[src/rtl/scan_mux.sv]
// scan_mux: registered N-channel, W-bit selector with a direct mode and a scan mode.
//
// Direct mode (mode=0, FSM idle): the addressed channel is loaded into the
// output register whenever the output stage can accept a new beat. Scan mode:
// a start pulse walks channels 0..CHANNELS-1 once, one beat each. The output
// uses a valid/ready handshake.
//
// Optional build macro: SCAN_MUX_PARITY_EN adds out_parity (XOR reduction of out).
//
// Ports:
//   clk          rising-edge clock
//   reset_n      asynchronous active-low reset
//   in_bus       flattened channels, channel k = in_bus[k*WIDTH +: WIDTH]
//   address      channel select in direct mode
//   mode         0 = direct, 1 = scan (sampled only while idle)
//   start        one-cycle pulse, begins a scan when mode=1 and idle
//   out_ready    downstream accepts the beat this cycle
//   out          registered selected data
//   out_parity   (SCAN_MUX_PARITY_EN only) even parity of out
//   out_valid    out/out_channel hold a beat
//   out_channel  index of the channel in out
//   busy         FSM not idle
//   scan_done    one-cycle pulse after the last scan beat is accepted
//
// state | meaning
// ------+--------------------------------------------------------------
// IDLE  | direct sampling (mode=0) or draining, waiting for start (mode=1)
// SCAN  | loading channels in order, then waiting for the last beat to go
// DONE  | one cycle, scan_done asserted

module scan_mux #(
    parameter int WIDTH    = 8,
    parameter int CHANNELS = 4,
    parameter int SEL_W    = 2
) (
    input  logic                      clk,
    input  logic                      reset_n,
    input  logic [CHANNELS*WIDTH-1:0] in_bus,
    input  logic [SEL_W-1:0]          address,
    input  logic                      mode,
    input  logic                      start,
    input  logic                      out_ready,
    output logic [WIDTH-1:0]          out,
`ifdef SCAN_MUX_PARITY_EN
    output logic                      out_parity,
`endif
    output logic                      out_valid,
    output logic [SEL_W-1:0]          out_channel,
    output logic                      busy,
    output logic                      scan_done
);

    // One extra counter bit so "all channels loaded" is representable even
    // when CHANNELS == 2**SEL_W.
    localparam int               CNT_W   = SEL_W + 1;
    localparam logic [CNT_W-1:0] CNT_END = CNT_W'(CHANNELS);

    typedef enum logic [1:0] {
        ST_IDLE = 2'd0,
        ST_SCAN = 2'd1,
        ST_DONE = 2'd2
    } state_t;

    state_t             state_q, state_d;
    logic [CNT_W-1:0]   cnt_q, cnt_d;
    logic [WIDTH-1:0]   out_q, out_d;
    logic               valid_q, valid_d;
    logic [SEL_W-1:0]   ch_q, ch_d;

    logic               load_ok;
    logic               accept;
    logic               load;
    logic [SEL_W-1:0]   load_idx;

    // Out-of-range indices match no channel and therefore select zero.
    function automatic logic [WIDTH-1:0] pick(input logic [CHANNELS*WIDTH-1:0] bus,
                                              input logic [SEL_W-1:0]          idx);
        logic [WIDTH-1:0] v;
        v = '0;
        for (int k = 0; k < CHANNELS; k++) begin
            if (idx == SEL_W'(k)) begin
                v = bus[k*WIDTH +: WIDTH];
            end
        end
        return v;
    endfunction

    assign load_ok = !valid_q || out_ready;
    assign accept  = valid_q && out_ready;

    always_comb begin
        state_d  = state_q;
        cnt_d    = cnt_q;
        out_d    = out_q;
        valid_d  = valid_q;
        ch_d     = ch_q;
        load     = 1'b0;
        load_idx = address;

        case (state_q)
            ST_IDLE: begin
                if (!mode) begin
                    load     = load_ok;
                    load_idx = address;
                end else begin
                    if (accept) begin
                        valid_d = 1'b0;
                    end
                    if (start) begin
                        state_d = ST_SCAN;
                        cnt_d   = '0;
                    end
                end
            end
            ST_SCAN: begin
                // A pending direct beat simply blocks load_ok until taken.
                if (cnt_q == CNT_END) begin
                    if (accept) begin
                        valid_d = 1'b0;
                        state_d = ST_DONE;
                    end
                end else if (load_ok) begin
                    load     = 1'b1;
                    load_idx = cnt_q[SEL_W-1:0];
                    cnt_d    = cnt_q + CNT_W'(1);
                end
            end
            ST_DONE: begin
                state_d = ST_IDLE;
            end
            default: begin
                state_d = ST_IDLE;
            end
        endcase

        if (load) begin
            out_d   = pick(in_bus, load_idx);
            ch_d    = load_idx;
            valid_d = 1'b1;
        end
    end

    always_ff @(posedge clk or negedge reset_n) begin
        if (!reset_n) begin
            state_q <= ST_IDLE;
            cnt_q   <= '0;
            out_q   <= '0;
            valid_q <= 1'b0;
            ch_q    <= '0;
        end else begin
            state_q <= state_d;
            cnt_q   <= cnt_d;
            out_q   <= out_d;
            valid_q <= valid_d;
            ch_q    <= ch_d;
        end
    end

`ifdef SCAN_MUX_PARITY_EN
    logic parity_q, parity_d;

    // out_d equals out_q when nothing loads, so this also holds under stall.
    always_comb begin
        parity_d = ^out_d;
    end

    always_ff @(posedge clk or negedge reset_n) begin
        if (!reset_n) begin
            parity_q <= 1'b0;
        end else begin
            parity_q <= parity_d;
        end
    end

    assign out_parity = parity_q;
`endif

    assign out         = out_q;
    assign out_valid   = valid_q;
    assign out_channel = ch_q;
    assign busy        = (state_q != ST_IDLE);
    assign scan_done   = (state_q == ST_DONE);

endmodule

[config.mk]
export PLATFORM = sky130hd
export DESIGN_NAME = scan_mux
export DESIGN_NICKNAME = d
export VERILOG_FILES = /design/src/rtl/scan_mux.sv
export SDC_FILE = /design/constraint.sdc
export NUM_CORES = 1
export LEC_CHECK = 0
export ABC_CLOCK_PERIOD_IN_PS = 3200
export BUFFER_PORTS_ARGS = -buffer_cell sky130_fd_sc_hd__buf_4
export CORE_MARGIN = 4
export CORE_UTILIZATION = 40
export CTS_CLUSTER_DIAMETER = 120
export CTS_CLUSTER_SIZE = 28
export DETAILED_ROUTE_END_ITERATION = 12
export GPL_TIMING_DRIVEN = 1
export PLACE_DENSITY_LB_ADDON = 0.25
export SYNTH_ARGS = -nofsm -noshare
export SYNTH_HDL_FRONTEND = slang
export SYNTH_SLANG_ARGS = --single-unit
[constraint.sdc]
create_clock -name clk -period 3.2 [get_ports clk]
set_input_delay 0.16 -clock clk [delete_from_list [all_inputs] [get_ports clk]]
set_output_delay 0.16 -clock clk [all_outputs]
set_load 0.02 [all_outputs]
== Yosys cells after proc, flatten, opt, wreduce, memory -nomap -nowiden ==
Index checks and enable logic that the tools add are counted.
Storage, ports and cells
  bits in registers: 16
  bits of input ports: 39
  output and inout bits: 13
  word-level logic and storage cells: 57
Cells by class
  add/subtract/negate cells: 1
  equality and inequality tests: 14
  multiplexer cells: 26
  reductions and logical operators: 11
Operators with widths (count)
  8-bit two-way mux: 4
  2-bit two-way mux: 7
  3-bit two-way mux: 4
  2-bit != test, second input constant: 6
  1-bit two-way mux: 7
  2-bit == test, second input constant: 3
  3-bit != test, second input constant: 2
  3-bit one-hot mux with 2 select lines: 1
  5-bit AND reduction: 1
  2-bit by 1-bit == test with 1-bit output, second input constant: 2
  2-bit logical NOT: 2
  1-bit one-hot mux with 2 select lines: 2
  2-bit one-hot mux with 2 select lines: 1
  4-bit AND reduction: 1
  2-bit nonzero test: 2
  3-bit by 1-bit adder with 3-bit output, second input constant: 1
  3-bit == test, second input constant: 1
  3-bit AND reduction: 1
  3-bit nonzero test: 1
  1-bit logical AND: 1
  1-bit logical NOT: 1
  1-bit logical OR: 1

== Longest topological paths before layout ==
  word-level depth: 10
  depth in mapped cells: 7
  gate-level depth less buffers: 7

== Worst setup path after synthesis ==
No wires, ideal clock.
  kind: register to register
  start: register cnt_q[1]
  end: register out_q[0] (netlist: out[0])
  setup time: 0.123 ns
  data arrival time: 1.962 ns
  data required time: 3.077 ns
  slack: 1.115 ns
  cell stages (with the launch flop): 8
  path buffers: 0
  clock period less this slack: 2.085 ns
  cell sequence: dfrtp_1 -> inv_1 -> ha_1 -> and2_1 -> or4_4 -> o21a_1 -> nand2b_4 -> o221a_1
On the way
  longest elaborated chain between the ends: 8
  elaborated cells between the ends (all ways): 14
  classes of those cells: 4 x eq/ne; 9 x mux; 1 x reduce/logical
RTL lines
  start: declaration: RTL line 65  | logic [CNT_W-1:0] cnt_q, cnt_d;
  start signal: assignment: RTL line 152  | cnt_q <= cnt_d;
  3-bit == test / 2-bit two-way mux (equally long branches): RTL line 117, 122
  2-bit two-way mux: RTL line 117  | if (cnt_q == CNT_END) begin
  2-bit two-way mux
  2-bit logical NOT: RTL line 81  | if (idx == SEL_W'(k)) begin
  8-bit two-way mux (4 in series): RTL line 81
  end signal: assignment: RTL line 153  | out_q <= out_d;
  end: declaration: RTL line 66  | logic [WIDTH-1:0] out_q, out_d;
Parallel ways exist; a longest one is shown, timed or not.
A chain may end at the register's enable or synchronous reset.

== Worst setup path after layout ==
  start: register cnt_q[0]
  end: register out_q[2] (netlist: out[2])
Same word-level chain as after synthesis.

==> results.ini <==
[outcome]
outcome=complete, no violations

[critical_path]
r2r_slack_ps=890
path_max_fanout=7
r2r_cells=7
cp-start-kind=flop
slowest_delay_ps=620
reg2reg_from=cnt_q[0]
critPathLaunch=cnt_q[0]
critPathTopFamily=simple AND/OR/NAND/NOR gates
r2r_end=out[2]
criticalPathCategory=reg2reg
path_cells=inv_1, ha_1, and2_1, nor4_2, o21ai_0, a21oi_1, o221a_1
slowest_stage=nor4_2
cp_num_buf_inv=1
cp.arrival_ps=2540
crit_required_ps=3430
critPathCaptureType=flop

[yosys]
synth_nets=161
ys_types=40
synth_area_um2=1150
synthesis.instances=120
syn_avg_cell_area_um2=9.582
synth_warnings=0
synth_seq_cells=16
synth.yosys.seq_area_share_pct=34.82

[routing]
routed_wl_um=3332
avgRoutedWirePerCell_um=16.25
drc=0
drtIter0Drc=46
dr_total_vias=1169
ant_nets=0
drt-vias-per-instance=5.702
firstDrtPassIters=4

[timing]
maxSlewHeadroom_pct=52.75
finalCritPeriodShare_pct=72.17
finalSetupViolations=0
hold_viol=0
worstMarginPinSlew_ps=702.8
drv_slew=0
setup_tns_ps=0
finalHoldWorstSlack_ps=72.86
fin_skew_ps=6.141
fin_crit_ps=2309
rsz0062_at_grt=no
fmax_mhz=433.0

[hold_path]
hp-class=in2reg
hp-start=mode
hold_path_end=cnt_q[2]
min_path_cells=2

[floorplanning]
die_w_um=61.62
fp.dieH_um=61.62
io_pins=52
row_count=19
coreArea_um2=2758
start_util_pct=41.70
dieArea_um2=3796

[power_and_ir_drop]
p_leak_uw=0.0007508
total_power_uw=1373
peakVddDrop_uv=510.5
pwr_density_cell_nw_per_um2=861.8

[clocking]
cts_tree=built
clock_sinks=16
clk_latency_ps=280
clockRootBuffer=clkbuf_4
clock_path_buffers=2
post_cts_resized=0
htreeDepth=1
numCtsBuffers=3
clk_pin_slew_worst_paths_ps=100

[finish]
fin_nets=217
fin_cells=205
multi_input_area_um2=704.4
drive_gt1_share_pct=47.13
regArea_um2=400.4
synthToLayoutAreaGrowth_pct=38.52
diodes=0
nFillCells=248

[global_route]
antenna_found_initial=0
grt_pass1_wl_um=5216
grt_use_total_pct=18.75
grt_max_degree=17
grt_pass1_vias=1093
gr-total-overflow=0

[placed_design]
post-place-cells=201
dpl.hpwl_um=2554
port_buffers=51
finalWeightedCongestion=0.9397

[flow_run]
maxCapViolations=0

## Yosys cell counts (all sizes together)
cell | number | area share, %
dfrtp | 16 | 35
o21ai | 11 | 4.8
a21oi | 8 | 3.5
nand3 | 8 | 3.5
a21o | 7 | 5.1
inv | 7 | 2.3
nand2 | 7 | 2.3
o221a | 7 | 6.9
or2 | 7 | 3.8
a31oi | 3 | 1.6
and2 | 3 | 1.6
nand2b | 3 | 2.9
nor2 | 3 | 0.98
o31ai | 3 | 2.8
a2111oi | 2 | 1.5
and2b | 2 | 1.5
buf | 2 | 1.6
ha | 2 | 2.2
mux2 | 2 | 2.0
nor2b | 2 | 1.7
nor3 | 2 | 1.3
nor4 | 2 | 2.9
a211o | 1 | 0.76
a22o | 1 | 0.76
a311oi | 1 | 0.76
and3 | 1 | 0.65
nand4 | 1 | 0.54
o211ai | 1 | 1.1
o21a | 1 | 0.65
o22ai | 1 | 0.54
o311ai | 1 | 0.76
or4 | 1 | 0.98
xor2 | 1 | 0.76
## layer usage
layer	part of all wire (%)	track usage [%]
met4	1.0	6.364
met1	44	25.42
met3	7.2	3.145
met2	48	30.19
met5	0	0
## cells in the final DEF (no fill, tap or decap), types with 2 or more instances in the layout
cell,instances
or2_2,7
a31oi_1,3
o21ai_0,11
buf_4,52
nand2_1,7
nand2b_4,2
nand3_1,8
o221a_1,7
o31ai_2,2
dfrtp_1,16
nor2_1,3
mux2_2,2
inv_1,7
and2b_2,2
a21oi_1,8
a21o_2,5
ha_1,2
a21o_1,2
and2_1,3
a2111oi_0,2
clkbuf_4,3
## flip-flops by register name (all words and copies together), names as in the netlist
name,cells
out_channel,2
state_q,2
out_valid,1
out,8
cnt_q,3
## logic make-up after synthesis
family          after synthesis  synth area share (%)
compound gates               48                 31.56
xor+xnor                      1                0.7618
fa+ha+maj                     2                 2.176
buf+inv                       9                 3.918
flops                        16                 34.82
mux                           2                 1.959
simple gates                 42                 24.81
## worst reg2reg max path, cell delays in order, from the launching register on
cell	delay, ps
dfrtp_1	460
inv_1	110
ha_1	230
and2_1	240
nor4_2	620
o21ai_0	220
a21oi_1	180
o221a_1	190
## area by class of cell
class / instances / share of cell area (%)
clock buffer: 3 / 1.414
sequential: 16 / 25.14
timing repair buffer: 53 / 25.14
multi-input combinational: 95 / 44.23
tap: 31 / 2.435
inverter: 7 / 1.650
## power by group
group / switching (uW) / leakage [uW] / internal, uW
Sequential: 86.7 / 0.000187 / 300
Combinational: 462 / 0.000550 / 418
Clock: 62.9 / 0.0000138 / 43.7
Total: 611 / 0.000751 / 761
## worst max-delay path by stage
stage | to | slack [ps] | depth (start not counted)
floorplan | out[0] | 1110 | 7
global placement | out[6] | 1000 | 7
detailed placement | out[6] | 960 | 7
CTS | out[7] | 950 | 7
global route | out[3] | 690 | 7
finish | out[2] | 890 | 7
## metrics by stage
step                setup WS (ps)  area [um^2]  utilization [%]
finish                      890.5         1593            57.76
floorplan                    1115         1150                -
global placement            999.9         1560            56.58
CTS                         947.0         1593            57.76
detailed placement          964.3         1560            56.58
global route                694.7         1593            57.76
## timing repair
action | 4_1_cts | 5_1_grt
setup buffers | 0 | 0
endpoints found under the hold margin | 16 | 0
hold buffers | 1 | 0
No activity file was read; power rests on OpenSTA's default activity.
